File: config.mk
export PLATFORM = sky130hd
export DESIGN_NAME = fpadd_sched_flat
export DESIGN_NICKNAME = d
export VERILOG_FILES = /design/src/rtl/fpadd_sched_if.sv /design/src/rtl/fpadd_sched.sv /design/src/flat_wrapper.sv
export SDC_FILE = /design/constraint.sdc
export NUM_CORES = 1
export LEC_CHECK = 0
export CORE_AREA = 5 5 204 206
export CTS_CLUSTER_SIZE = 40
export DETAILED_ROUTE_END_ITERATION = 16
export DIE_AREA = 0 0 209 211
export SKIP_CTS_REPAIR_TIMING = 1
export SLEW_MARGIN = 20
export SYNTH_ARGS = -nofsm -noshare
export SYNTH_HDL_FRONTEND = slang
export SYNTH_SLANG_ARGS = --single-unit
File: constraint.sdc
create_clock -name clk -period 5.2 [get_ports clk]
set_clock_uncertainty 0.05 [all_clocks]
set_input_delay 1.04 -clock clk [delete_from_list [all_inputs] [get_ports clk]]
set_output_delay 1.04 -clock clk [all_outputs]
set_load 0.02 [all_outputs]
File: src/rtl/fpadd_sched_if.sv
// Bundle of request, adder and response signals between two requesters,
// the fpadd_sched scheduler and a shared floating-point adder.
interface fpadd_sched_if #(
  parameter int W = 64
);
  logic [1:0]     req_valid;
  logic [1:0]     req_ready;
  logic [2*W-1:0] req_a;
  logic [2*W-1:0] req_b;
  logic           add_start;
  logic [W-1:0]   add_a;
  logic [W-1:0]   add_b;
  logic           add_done;
  logic [W-1:0]   add_result;
  logic [1:0]     rsp_valid;
  logic [1:0]     rsp_ready;
  logic [W-1:0]   rsp_data;
  logic           rsp_err;
  logic           busy;

  // Scheduler side.
  modport slave (
    input  req_valid, req_a, req_b, add_done, add_result, rsp_ready,
    output req_ready, add_start, add_a, add_b, rsp_valid, rsp_data, rsp_err, busy
  );

  // Environment side: requesters plus the shared adder.
  modport master (
    output req_valid, req_a, req_b, add_done, add_result, rsp_ready,
    input  req_ready, add_start, add_a, add_b, rsp_valid, rsp_data, rsp_err, busy
  );
endinterface

File: src/rtl/fpadd_sched.sv
// Round-robin scheduler sharing one FP adder between two requesters.
// One operation in flight at a time; WAIT aborts after TMO cycles without
// add_done and returns an error response with zero data.
module fpadd_sched #(
  parameter int WEXP = 11,
  parameter int WSIG = 52,
  parameter int TMO  = 255
) (
  input  logic          clk,
  input  logic          reset_n,
  fpadd_sched_if.slave  bus
);
  localparam int         W     = 1 + WEXP + WSIG;
  localparam logic [7:0] TMO_C = 8'(TMO);

  typedef enum logic [1:0] {IDLE, ISSUE, WAIT, RESP} state_e;

  state_e       state_q, state_d;
  logic         ptr_q, ptr_d;     // preferred requester
  logic         gnt_q, gnt_d;     // requester owning the in-flight op
  logic [7:0]   cnt_q, cnt_d;     // WAIT cycle counter
  logic [W-1:0] a_q, a_d;
  logic [W-1:0] b_q, b_d;
  logic [W-1:0] data_q, data_d;
  logic         err_q, err_d;

  logic         grant;
  logic [7:0]   cnt_inc;

  // Next-state and handshake outputs.
  always_comb begin
    // NOTE: every signal written here gets a default first, otherwise a
    // path that skips the assignment infers a latch.
    state_d        = state_q;
    ptr_d          = ptr_q;
    gnt_d          = gnt_q;
    cnt_d          = cnt_q;
    a_d            = a_q;
    b_d            = b_q;
    data_d         = data_q;
    err_d          = err_q;
    bus.req_ready  = 2'b00;
    bus.add_start  = 1'b0;
    bus.rsp_valid  = 2'b00;
    grant          = bus.req_valid[ptr_q] ? ptr_q : ~ptr_q;
    cnt_inc        = cnt_q + 8'd1;

    case (state_q)
      IDLE: begin
        // reset_n gating keeps req_ready low for the whole reset pulse.
        if ((|bus.req_valid) && reset_n) begin
          bus.req_ready[grant] = 1'b1;
          gnt_d   = grant;
          ptr_d   = ~grant;
          a_d     = grant ? bus.req_a[2*W-1:W] : bus.req_a[W-1:0];
          b_d     = grant ? bus.req_b[2*W-1:W] : bus.req_b[W-1:0];
          state_d = ISSUE;
        end
      end
      ISSUE: begin
        bus.add_start = 1'b1;
        cnt_d         = 8'd0;
        state_d       = WAIT;
      end
      WAIT: begin
        cnt_d = cnt_inc;
        // A completion on the timeout cycle still wins over the abort.
        if (bus.add_done) begin
          data_d  = bus.add_result;
          err_d   = 1'b0;
          state_d = RESP;
        end else if (cnt_inc == TMO_C) begin
          data_d  = '0;
          err_d   = 1'b1;
          state_d = RESP;
        end
      end
      RESP: begin
        bus.rsp_valid[gnt_q] = 1'b1;
        if (bus.rsp_ready[gnt_q]) state_d = IDLE;
      end
      default: state_d = IDLE;
    endcase
  end

  // State registers.
  always_ff @(posedge clk or negedge reset_n) begin
    if (!reset_n) begin
      // NOTE: operand and result registers are reset too so add_a/add_b and
      // rsp_data are never X and rsp_data reads zero straight out of reset.
      state_q <= IDLE;
      ptr_q   <= 1'b0;
      gnt_q   <= 1'b0;
      cnt_q   <= 8'd0;
      a_q     <= '0;
      b_q     <= '0;
      data_q  <= '0;
      err_q   <= 1'b0;
    end else begin
      // NOTE: non-blocking assignments so every register samples the
      // pre-edge value of the others, independent of statement order.
      state_q <= state_d;
      ptr_q   <= ptr_d;
      gnt_q   <= gnt_d;
      cnt_q   <= cnt_d;
      a_q     <= a_d;
      b_q     <= b_d;
      data_q  <= data_d;
      err_q   <= err_d;
    end
  end

  assign bus.add_a    = a_q;
  assign bus.add_b    = b_q;
  assign bus.rsp_data = data_q;
  assign bus.rsp_err  = err_q;
  assign bus.busy     = (state_q != IDLE);

endmodule

File: src/flat_wrapper.sv
// flat-port wrapper written by rule: the top's interface ports become plain ports
module fpadd_sched_flat 
#(
  parameter int WEXP = 11,
  parameter int WSIG = 52,
  parameter int TMO  = 255
)
  (clk, reset_n, bus_req_valid, bus_req_a, bus_req_b, bus_add_done, bus_add_result, bus_rsp_ready, bus_req_ready, bus_add_start, bus_add_a, bus_add_b, bus_rsp_valid, bus_rsp_data, bus_rsp_err, bus_busy);
  fpadd_sched_if #(.W((1 + WEXP + WSIG))) bus_i ();
  input  logic clk;
  input  logic reset_n;
  input wire logic [$bits(bus_i.req_valid)-1:0] bus_req_valid;
  input wire logic [$bits(bus_i.req_a)-1:0] bus_req_a;
  input wire logic [$bits(bus_i.req_b)-1:0] bus_req_b;
  input wire logic [$bits(bus_i.add_done)-1:0] bus_add_done;
  input wire logic [$bits(bus_i.add_result)-1:0] bus_add_result;
  input wire logic [$bits(bus_i.rsp_ready)-1:0] bus_rsp_ready;
  output wire logic [$bits(bus_i.req_ready)-1:0] bus_req_ready;
  output wire logic [$bits(bus_i.add_start)-1:0] bus_add_start;
  output wire logic [$bits(bus_i.add_a)-1:0] bus_add_a;
  output wire logic [$bits(bus_i.add_b)-1:0] bus_add_b;
  output wire logic [$bits(bus_i.rsp_valid)-1:0] bus_rsp_valid;
  output wire logic [$bits(bus_i.rsp_data)-1:0] bus_rsp_data;
  output wire logic [$bits(bus_i.rsp_err)-1:0] bus_rsp_err;
  output wire logic [$bits(bus_i.busy)-1:0] bus_busy;
  assign bus_i.req_valid = bus_req_valid;
  assign bus_i.req_a = bus_req_a;
  assign bus_i.req_b = bus_req_b;
  assign bus_i.add_done = bus_add_done;
  assign bus_i.add_result = bus_add_result;
  assign bus_i.rsp_ready = bus_rsp_ready;
  assign bus_req_ready = bus_i.req_ready;
  assign bus_add_start = bus_i.add_start;
  assign bus_add_a = bus_i.add_a;
  assign bus_add_b = bus_i.add_b;
  assign bus_rsp_valid = bus_i.rsp_valid;
  assign bus_rsp_data = bus_i.rsp_data;
  assign bus_rsp_err = bus_i.rsp_err;
  assign bus_busy = bus_i.busy;
  fpadd_sched #(.WEXP(WEXP), .WSIG(WSIG), .TMO(TMO)) u_core (.clk(clk), .reset_n(reset_n), .bus(bus_i));
endmodule
# --- After elaboration in Yosys (flattened, before gate mapping) ---
# Cells that the tools add are included.
op_classes:
  n_bitwise: 2
  n_addsub: 1
  n_lt_le_gt_ge: 5
  muxes: 25
  n_eq_ne: 7
  reduce_logical: 11
ops:
  columns: ["op", "count"]
  rows:
  - ["$mux 64", 4]
  - ["$pmux 8 s2", 1]
  - ["$mux 2", 7]
  - ["$mux 1", 10]
  - ["$add 8x1->8 const B", 1]
  - ["$eq 8x8->1 const B", 1]
  - ["$pmux 2 s4", 1]
  - ["$lt 1x2->1 const B", 3]
  - ["$reduce_bool 2->1", 3]
  - ["$eq 2x2->1 const B", 2]
  - ["$ne 2x1->1 const B", 2]
  - ["$reduce_and 2->1", 2]
  - ["$logic_and 1x1->1", 3]
  - ["$ne 3x2->1 const B", 1]
  - ["$reduce_and 3->1", 1]
  - ["$demux 1 s1", 2]
  - ["$eq 2x1->1 const B", 1]
  - ["$ge 1x1->1 const B", 2]
  - ["$logic_not 2->1", 1]
  - ["$not 1->1", 2]
  - ["$reduce_or 2->1", 1]
word_totals:
  wordCells: 59
  out_inout_bits: 199
  inputBits: 327
  ff_bits: 205

# --- Logic depth before layout (Yosys ltp) ---
# Gate-level depths: netlist of the first run.
logic_depth:
  word_depth: 9
  depth_mapped: 10
  depth_no_buf: 6

# --- Least setup slack after synthesis of the first run ---
# OpenSTA, ideal clock, no wires.
synth_timing:
  kind: "input -> output"
  from: "input port bus_req_valid[1]"
  to: "output port bus_req_ready[1]"
  stages: 6
  required_ns: 4.110
  path_buffers: 3
  slack_ns: 1.826
  t_arrival_ns: 2.284
  cell_sequence: "o21ai_0 -> or2_2 -> clkbuf_1 -> clkbuf_1 -> clkbuf_1 -> nor2_1"
synth_via:
  elab_chain_len: 9
  word_cells_on_any_way: 12
  classes_between: "order compare: 2; mux: 7; reduce/logical: 3"
synth_lines:
  columns: ["element", "line_no", "source"]
  rows:
  - ["start: declaration", "flat_wrapper.sv:12", "input wire logic [$bits(bus_i.req_valid)-1:0] bus_req_valid;"]
  - ["$mux 1 (not written as such) (2 in series)", "fpadd_sched.sv:45", "grant = bus.req_valid[ptr_q] ? ptr_q : ~ptr_q;"]
  - ["$mux 1", "fpadd_sched.sv:45", null]
  - ["$lt 1x2->1 (not written as such) or $ge 1x1->1 (tied branches)", "fpadd_sched.sv:52", "bus.req_ready[grant] = 1'b1;"]
  - ["$logic_and 1x1->1 (not written as such)", "fpadd_sched.sv:52", null]
  - ["$mux 1 (not written as such)", "fpadd_sched.sv:52", null]
  - ["$demux 1 s1", null, null]
  - ["$mux 2 (*)", "fpadd_sched.sv:51", "if ((|bus.req_valid) && reset_n) begin"]
  - ["$mux 2 (*)", "fpadd_sched.sv:48", "case (state_q)"]
  - ["end: declaration", "flat_wrapper.sv:18", "output wire logic [$bits(bus_i.req_ready)-1:0] bus_req_ready;"]
# Mark *: on every way between the ends. The rest lies on a longest branch, timed or not. The select of a mux whose other input is x is not followed.

# --- Worst setup path after layout of the first run ---
# Ends and elaborated chain as after synthesis.

==> metrics.md, run 1 <==
| Metric | Value |
|---|---|
| Synth cell types | 40 |
| Setup TNS Final | 0 ns |
| Tmin final | 4.14 ns |
| Post-synth EDFFs | 0 |
| Top post-synthesis cells by area | dfrtp_1 52%, mux2i_1 13%, o21ai_0 7.6%, nand2_1 5.4%, a22oi_1 5.0% |
| TritonCTS clock tree | done |
| Worst hold-check path type | in -> async |
| Top FF cell, synth | dfrtp_1 |
| Initial antenna violation count | 6 |
| Total Wirelength | 37.4 mm |
| # IOs | 526 |
| Drt drc | 0 |
| Root buffer cell | clkbuf_16 |
| Mapped Cells | 936 |
| WP data arrival | 3.05 ns |
| Yosys reg bits | 205 |
| CP endpoint kind | primary output |
| Commonest non-fill, non-tap cells in the layout | 524 x clkdlybuf4s50_1, 205 x dfrtp_1, 149 x o21ai_0, 142 x nand2_1, 130 x mux2i_1 |
| H-tree depth | 1 |
| Fraction of layout cells with a size suffix above 1 | 7.89% |
| Pre-CTS setup slack | 1.01 ns |
| Routed vias | 8822 |
| Worst path most repeated cell | clkdlybuf4s50_1 |
| Global routing usage on met2 | 28.1% |
| All-Layer GR Usage | 15.9% |
| Final Hold Violating Endpoints | 0 |
| Fmax | 242 MHz |
| Clock Latency Late Sink | 0.52 ns |
| P&R area growth vs syn | 66.7% |
| Area leader, netlist | dfrtp_1 |
| Final HPWL DP | 28.1 mm |
| DR WL/cell | 18.9 µm |
| Largest stage delay on the critical path | 0.70 ns |
| Syn Std Cell Area | 0.00982 mm² |
| Area share of the largest cell type after synthesis | 52.3% |
| GR Util met1 | 18.9% |
| Data required time at the worst endpoint | 4.11 ns |
| Top Usage Layer GRT | met2 |
| Buf/Inv on CP | 2 |
| Worst setup SP type | primary input |
| Total congestion overflow | 0 |
| DIE AREA | 0.0441 mm² |
| Core Box Area | 0.0395 mm² |
| Vias in the first global route | 9154 |
| Synth Warn # | 0 |
| Nets | 1759 |
| Max-slew violation count | 0 |
| Post-synthesis sequential area ratio | 52.3% |
| Met3 track demand over resource | 5.18% |
| TritonCTS buffer count | 25 |
| Crit share post-route | 79.6% |
| Clock slew at reported path FFs | 0.06 ns |
| Pwr/cell area | 555 mW/mm² |
| Max-cap violations | 0 |
| CP cell instances | clkdlybuf4s50_1 -> o21ai_0 -> or2_4 -> nor2_1 -> clkdlybuf4s50_1 |
| CP max-delay cell | clkdlybuf4s50_1 |
| Critical path class | in -> out |
| Avg Inst Size Synth | 10.5 µm² |
| Clock share of power | 19.9% |
| Crit-path leading delay family | buffers and inverters |
| Antenna viol nets, final | 0 |
| Die width | 209 µm |
| Leak | 6.88 nW |
| Synth Net Count | 1269 |
| CTS sink cnt | 205 |
| Relative slew slack | 16.7% |
| Worst Path Max Fanout | 27 |
| Global-route wire length before repair | 56.1 mm |
| Worst setup margin | 1.06 ns |
| Internal power | 0.00556 W |
| Final-report setup violation count | 0 |
| Buffer depth of the longest clock path | 3 |
| Register share of total power | 29.8% |
| Sw Ratio | 38.8% |
| Largest net degree at the start of global routing | 129 |
| Die Y-Extent | 211 µm |
| Status | completed |
| Rows | 73 |
| Vias per cell | 4.47 |
| Combinational power share | 50.3% |
| 1st-iter DRT viols | 367 |
| RSZ-0062 raised after global routing | false |
| Total iterations of the first detailed-routing run | 4 |
| PortBufs | 525 |
| Async SR Flop Fraction | 100% |
| Routability cong. | 0.891 |
| Tightest Pin Transition | 1.25 ns |
| Commonest non-fill, non-tap cell in the layout | clkdlybuf4s50_1 |
| Worst vdd ir | 0.283 mV |
| Net Sw Power | 0.00353 W |
| Initial Util | 24.9% |
==> per-layer routing <==
layer | up-vias | routed length (µm)
met5 | - | 27
met4 | 4 | 905
met3 | 49 | 3020
met2 | 318 | 18700
met1 | 4174 | 14700
li1 | 4277 | -
==> power groups by stage <==
stage                     Sequential (W)  Clock (W)  Combinational (W)
after floorplan                  0.00350          0            0.00164
after global placement           0.00271          0            0.00456
after detailed placement         0.00274          0            0.00462
after CTS                        0.00272    0.00187            0.00462
after global routing             0.00281    0.00193            0.00492
final                            0.00271    0.00181            0.00457
==> flip-flops by register name, indices dropped and copies added, names as in the netlist <==
register	count
u_core.bus.add_a	64
u_core.bus.add_b	64
u_core.bus.rsp_data	64
u_core.cnt_q	8
u_core.state_q	2
u_core.bus.rsp_err	1
u_core.gnt_q	1
u_core.ptr_q	1
==> synth_stat cells, types with 2 or more instances <==
master and instances:
ha_1 6, o31ai_1 3, mux2i_1 130, nand3_1 3, nor2b_1 2, clkbuf_1 48
a22oi_1 65, buf_2 11, nor2_1 5, nand2b_1 65, inv_1 9, a31oi_1 3
clkbuf_2 2, and2_1 2, xnor2_1 2, o21ai_2 50, nand4_1 3, buf_1 7
buf_12 5, o21ai_0 149, xor2_1 2, dfrtp_1 205, nand2_1 142
==> kinds of logic (layout without fill, tap and decap cells) <==
| logic type | after synthesis | count (layout) | share of synthesized area [%] |
|---|---|---|---|
| buf+inv | 83 | 591 | 4.24 |
| xor+xnor | 4 | 4 | 0.357 |
| simple gates | 228 | 228 | 10.9 |
| compound gates | 280 | 280 | 18.2 |
| mux | 130 | 130 | 13.3 |
| flops | 205 | 205 | 52.3 |
| fa+ha+maj | 6 | 6 | 0.765 |
| other cells | 0 | 5 | 0 |
==> final timing paths <==
path / start / end / slack (ns) / depth (start not counted)
worst min register to register: u_core.bus.add_a[39] / u_core.bus.add_a[39] / 0.43 / 2
worst max-delay path: bus_req_valid[1] / bus_req_ready[1] / 1.06 / 5
max in group asynchronous: reset_n / u_core.bus.add_a[40] / 2.86 / 3
worst min-delay path: reset_n / u_core.bus.rsp_data[21] / 0.35 / 1
min in group clk: u_core.bus.add_a[39] / u_core.bus.add_a[39] / 0.43 / 2
worst max register to register: u_core.cnt_q[1] / u_core.bus.rsp_data[9] / 2.36 / 7
==> metrics by stage <==
| step | hold WS (ns) | util, % | cell area [µm²] | std cells | total power [W] |
|---|---|---|---|---|---|
| 2_1_floorplan | 0.437 | - | 9820 | 936 | 0.00514 |
| 3_3_place_gp | 0.411 | 39.2 | 15500 | 1923 | 0.00727 |
| 3_5_place_dp | 0.419 | 39.2 | 15500 | 1923 | 0.00735 |
| 4_1_cts | 0.332 | 41.4 | 16300 | 1968 | 0.00921 |
| 5_1_grt | 0.357 | 41.5 | 16400 | 1973 | 0.00965 |
| 6_report | 0.352 | 41.5 | 16400 | 1974 | 0.00909 |
==> area by class of cell <==
cell class,instances,area (µm²)
Antenna cell,5,12.5
Clock buffer,37,771
Clock inverter,8,90.1
Fill cell,3856,23100
Inverter,9,33.8
Multi-Input combinational cell,648,4290
Sequential cell,205,5130
Tap cell,525,657
Timing Repair Buffer,537,5380
Note: power is estimated with default switching activity, not from simulation.
==> run 2, diff against run 1 <==
Settings changed: CORE_AREA 5 5 204 206 to 5 5 199 201, DIE_AREA 0 0 209 211 to 0 0 204 206.
Clock period 5.2 ns to 4.1 ns, I/O delays scaled along.
==> metrics.md, run 2 (same netlist as run 1, synthesis figures left out) <==
| Metric | Value |
|---|---|
| Status | completed (unchanged) |
| Largest stage delay on the critical path | 0.66 ns (was 0.70 ns) |
| Worst hold-check path type | in -> async (unchanged) |
| Vias per cell | 4.48 (was 4.47) |
| Relative slew slack | 28.4% (was 16.7%) |
| Commonest non-fill, non-tap cell in the layout | clkdlybuf4s50_1 (unchanged) |
| Routed vias | 8787 (was 8822) |
| 1st-iter DRT viols | 398 (was 367) |
| Max-slew violation count | 0 (unchanged) |
| Clock Latency Late Sink | 0.52 ns (about the same) |
| Data required time at the worst endpoint | 3.23 ns (was 4.11 ns) |
| Die width | 204 µm (was 209 µm) |
| Tmin final | 3.56 ns |
| Pwr/cell area | 707 mW/mm² (was 555 mW/mm²) |
| Critical path class | in -> out (unchanged) |
| Register area | 0.00513 mm² (unchanged) |
| TritonCTS clock tree | done (unchanged) |
| Core Util, Final | 43.7% (was 41.5%) |
| Fillers | 3629 (was 3856) |
| H-tree depth | 1 (unchanged) |
| Design Power | 0.0116 W (was 0.00909 W) |
| Final Hold Violating Endpoints | 0 (unchanged) |
| Final-report setup violation count | 0 (unchanged) |
| Fraction of layout cells with a size suffix above 1 | 7.75% (was 7.89%) |
| Global-route wire length before repair | 57.0 mm (was 56.1 mm) |
| Footprint of the multi-input gates | 0.00429 mm² (unchanged) |
| Buf/Inv on CP | 2 (unchanged) |
| DIE AREA | 0.0420 mm² (was 0.0441 mm²) |
| Worst path most repeated cell | clkdlybuf4s50_1 (unchanged) |
| Final Instance Count excl. Fillers | 1960 (was 1974) |
| Worst setup SP type | primary input (unchanged) |
| Nets | 1759 (unchanged) |
| Worst Path Max Fanout | 11 (was 27) |
| Total Wirelength | 38.8 mm (was 37.4 mm) |
| Crit share post-route | 86.8% |
| Root buffer cell | clkbuf_16 (unchanged) |
| Buffer depth of the longest clock path | 3 (unchanged) |
| Drt drc | 0 (unchanged) |
| Vias in the first global route | 9278 (was 9154) |
| Core Box Area | 0.0374 mm² (was 0.0395 mm²) |
| RSZ-0062 raised after global routing | false (unchanged) |
| Initial antenna violation count | 4 (was 6) |
| Die Y-Extent | 206 µm (was 211 µm) |
| Initial Util | 26.2% (was 24.9%) |
| # IOs | 526 (unchanged) |
| Post-route cell area | 0.0163 mm² (was 0.0164 mm²) |
| Total iterations of the first detailed-routing run | 5 (was 4) |
| Largest net degree at the start of global routing | 251 (was 129) |
| Total congestion overflow | 0 (unchanged) |
| Crit-path leading delay family | buffers and inverters (unchanged) |
| PortBufs | 525 (unchanged) |
| Fmax | 281 MHz |
| All-Layer GR Usage | 17.2% (was 15.9%) |
| Commonest non-fill, non-tap cells in the layout | 524 x clkdlybuf4s50_1, 205 x dfrtp_1, 149 x o21ai_0, 142 x nand2_1, 130 x mux2i_1 (unchanged) |
| P&R area growth vs syn | 66.4% (was 66.7%) |
| Cell Area, Placed | 0.0155 mm² (about the same) |
| CP endpoint kind | primary output (unchanged) |
| WP data arrival | 2.69 ns (was 3.05 ns) |
| CP cell instances | clkdlybuf4s50_1 -> o21ai_0 -> or2_4 -> nor2_1 -> clkdlybuf4s50_1 (unchanged) |
| Tightest Pin Transition | 1.07 ns (was 1.25 ns) |
| Leak | 6.86 nW (was 6.88 nW) |
| Dpl cells | 1909 (was 1923) |
| Rows | 71 (was 73) |
| Routability cong. | 0.782 (was 0.891) |
| Antenna viol nets, final | 0 (unchanged) |
| CP max-delay cell | clkdlybuf4s50_1 (unchanged) |
| DR WL/cell | 19.8 µm (was 18.9 µm) |
| Setup TNS Final | 0 ns (unchanged) |
| Clock slew at reported path FFs | 0.06 ns (about the same) |
| Final HPWL DP | 29.1 mm (was 28.1 mm) |
| Worst vdd ir | 0.511 mV (was 0.283 mV) |
| Max-cap violations | 0 (unchanged) |
| TritonCTS buffer count | 26 (was 25) |
| CTS sink cnt | 205 (unchanged) |
==> run 2: changes by cell type in the layout (fill, tap and decap cells not counted), moves of 2 or more <==
cell        change
buf_4           -2
clkbuf_1        +3
clkbuf_16       +2
clkbuf_8        -4
clkinvlp_4      +2
==> run 2: path summary, 6_finish.rpt <==
path                                      startpoint                       to  slack (ns)  cells after the start
worst max-delay path                bus_req_valid[1]         bus_req_ready[1]        0.54                      5
worst min-delay path                         reset_n  u_core.bus.rsp_data[56]        0.03                      1
worst max register to register       u_core.cnt_q[1]  u_core.bus.rsp_data[10]        1.62                      7
worst min register to register  u_core.bus.add_b[21]     u_core.bus.add_b[21]        0.43                      2
max in group asynchronous                    reset_n     u_core.bus.add_b[25]        2.13                      3
min in group clk                u_core.bus.add_b[21]     u_core.bus.add_b[21]        0.43                      2
==> run 2: per-layer routing <==
layer  GRT usage (%)  wire, µm  vias up
li1                -         -     4271
met3            5.15      3240       38
met1            20.3     15200     4153
met4            3.76       808        0
met2            30.9     19500      325
met5               0         0        -
==> run 2: power breakdown <==
group          switching, W  internal, W  total (W)
logic               0.00311      0.00272    0.00583
registers          0.000530      0.00290    0.00343
clock network      0.000904      0.00139    0.00229
total               0.00455      0.00700     0.0116
==> run 2: cell type report <==
type | count | share of cell area (%)
clock buffer | 39 | 4.84
antenna | 4 | 0.0613
clock inverter | 8 | 0.429
inverter | 9 | 0.207
timing repair buffer | 536 | 32.9
sequential | 205 | 31.4
tap | 511 | 3.91
multi-input combinational | 648 | 26.3
==> run 2: worst reg2reg max path, delay by kind of cell, from the launching register on <==
kind                       cells  cell delay [ns]
buffers and inverters          1             0.36
adders and majority gates      1             0.29
DFF                            1             0.40
and+or+nand+nor                3             0.64
AOI/OAI and AO/OA              2             0.60
==> run 2: metrics by stage <==
stage | worst slack [ns] | hold WS, ns
after floorplan | 1.17 | 0.437
after global placement | 0.574 | 0.411
after detailed placement | 0.530 | 0.419
after CTS | 0.522 | 0.00828
after global routing | 0.447 | 0.0144
final | 0.542 | 0.0333
==> run 3, diff against run 2 <==
Settings changed: ABC_AREA set to 0, CAP_MARGIN set to 30.
==> metrics.md, run 3 (same netlist as run 1, synthesis figures left out) <==
| Metric | Value |
|---|---|
| Initial antenna violation count | 4 (unchanged) |
| CP endpoint kind | primary output (unchanged) |
| Total congestion overflow | 0 (unchanged) |
| Crit share post-route | 86.5% (was 86.8%) |
| Largest stage delay on the critical path | 0.65 ns (was 0.66 ns) |
| Commonest non-fill, non-tap cell in the layout | clkdlybuf4s50_1 (unchanged) |
| Clock Latency Late Sink | 0.52 ns (about the same) |
| PortBufs | 525 (unchanged) |
| Nets | 1761 (was 1759) |
| Antenna viol nets, final | 0 (unchanged) |
| TritonCTS clock tree | done (unchanged) |
| Max-slew violation count | 0 (unchanged) |
| Worst path most repeated cell | clkdlybuf4s50_1 (unchanged) |
| Tightest Pin Transition | 0.939 ns (was 1.07 ns) |
| P&R area growth vs syn | 66.8% (was 66.4%) |
| Drt drc | 0 (unchanged) |
| CTS sink cnt | 205 (unchanged) |
| Die width | 204 µm (unchanged) |
| Final Instance Count excl. Fillers | 1961 (was 1960) |
| Data required time at the worst endpoint | 3.23 ns (about the same) |
| Routability cong. | 0.782 (unchanged) |
| Max-cap violations | 0 (unchanged) |
| CP max-delay cell | clkdlybuf4s50_1 (unchanged) |
| 1st-iter DRT viols | 364 (was 398) |
| Final Hold Violating Endpoints | 0 (unchanged) |
| # IOs | 526 (unchanged) |
| H-tree depth | 1 (unchanged) |
| R2R cell count | 7 (unchanged) |
| Buffer depth of the longest clock path | 3 (unchanged) |
| Root buffer cell | clkbuf_16 (unchanged) |
| TritonCTS buffer count | 26 (unchanged) |
| Worst Path Max Fanout | 11 (unchanged) |
| Routed vias | 8814 (was 8787) |
| Vias in the first global route | 9354 (was 9278) |
| Fraction of layout cells with a size suffix above 1 | 7.47% (was 7.75%) |
| Leak | 6.87 nW (was 6.86 nW) |
| Largest net degree at the start of global routing | 251 (unchanged) |
| WP data arrival | 2.68 ns (was 2.69 ns) |
| Relative slew slack | 37.4% (was 28.4%) |
| Commonest non-fill, non-tap cells in the layout | 524 x clkdlybuf4s50_1, 205 x dfrtp_1, 149 x o21ai_0, 142 x nand2_1, 130 x mux2i_1 (unchanged) |
| Tmin final | 3.55 ns (was 3.56 ns) |
| Core Box Area | 0.0374 mm² (unchanged) |
| All-Layer GR Usage | 17.1% (was 17.2%) |
| Final-report setup violation count | 0 (unchanged) |
| Dpl cells | 1911 (was 1909) |
| Initial Util | 26.2% (unchanged) |
| RSZ-0062 raised after global routing | false (unchanged) |
| Worst setup SP type | primary input (unchanged) |
| DR WL/cell | 19.6 µm (was 19.8 µm) |
| Clock slew at reported path FFs | 0.05 ns (was 0.06 ns) |
| Final HPWL DP | 29.2 mm (was 29.1 mm) |
| Die Y-Extent | 206 µm (unchanged) |
| Vias per cell | 4.49 (was 4.48) |
| Rows | 71 (unchanged) |
| CP cell instances | clkdlybuf4s50_1 -> o21ai_0 -> or2_4 -> nor2_1 -> clkdlybuf4s50_1 (unchanged) |
| Worst hold-check path type | in -> async (unchanged) |
| Total Wirelength | 38.5 mm (was 38.8 mm) |
| Worst vdd ir | 0.325 mV (was 0.511 mV) |
| Status | completed (unchanged) |
| Critical path class | in -> out (unchanged) |
| DIE AREA | 0.0420 mm² (unchanged) |
| Fmax | 282 MHz (was 281 MHz) |
| Fillers | 3634 (was 3629) |
| Global-route wire length before repair | 56.5 mm (was 57.0 mm) |
| Pwr/cell area | 705 mW/mm² (was 707 mW/mm²) |
| Total iterations of the first detailed-routing run | 4 (was 5) |
| Setup TNS Final | 0 ns (unchanged) |
[run 3: metal layers]
metal | part of all wire [%] | global-route usage, % | vias up
met3 | 8.1 | 5.40 | 49
met2 | 50 | 30.0 | 315
met1 | 39 | 20.3 | 4168
met4 | 2.6 | 5.03 | 0
li1 | - | - | 4282
met5 | 0 | 0 | -
[run 3: report_power, final]
part	total [W]	internal, W	switching, W
Combinational	0.00585	0.00273	0.00311
Clock	0.00226	0.00140	0.000869
Sequential	0.00343	0.00290	0.000532
Total	0.0115	0.00703	0.00452
[run 3: through the flow]
| stage | hold slack, ns | area (µm²) | power [W] | utilization, % | setup WS (ns) |
|---|---|---|---|---|---|
| after global routing | 0.0173 | 16400 | 0.0123 | 43.8 | 0.476 |
| after detailed placement | 0.419 | 15500 | 0.00939 | 41.5 | 0.558 |
| final | 0.0465 | 16400 | 0.0115 | 43.8 | 0.554 |
| after global placement | 0.411 | 15500 | 0.00928 | 41.3 | 0.574 |
| after CTS | 0.0118 | 16400 | 0.0117 | 43.7 | 0.546 |
| after floorplan | 0.437 | 9820 | 0.00652 | - | 1.17 |
[run 3: final cells by class]
type                            instances  area (µm²)  share of cell area (%)
Tap cell                              511         639                    3.91
Timing Repair Buffer                  538        5420                    33.1
Inverter                                9        33.8                   0.206
Multi-Input combinational cell        648        4290                    26.2
Clock inverter                          5        77.6                   0.474
Antenna cell                            5        12.5                  0.0764
Sequential cell                       205        5130                    31.3
Clock buffer                           40         764                    4.67
[run 3: worst max-delay path, delay by kind of cell]
family          cells  cell delay, ns
compound gates      1            0.17
buf+inv             2            1.17
simple gates        2            0.50
[run 3: worst paths after layout]
kind / slack, ns / endpoint / startpoint
worst max-delay path: 0.55 / bus_req_ready[1] / bus_req_valid[1]
worst min-delay path: 0.05 / u_core.bus.rsp_data[56] / reset_n
worst max register to register: 1.60 / u_core.bus.rsp_data[10] / u_core.cnt_q[1]
worst min register to register: 0.42 / u_core.bus.add_a[31] / u_core.bus.add_a[31]
max in group asynchronous: 2.13 / u_core.bus.add_b[37] / reset_n
min in group clk: 0.42 / u_core.bus.add_a[31] / u_core.bus.add_a[31]
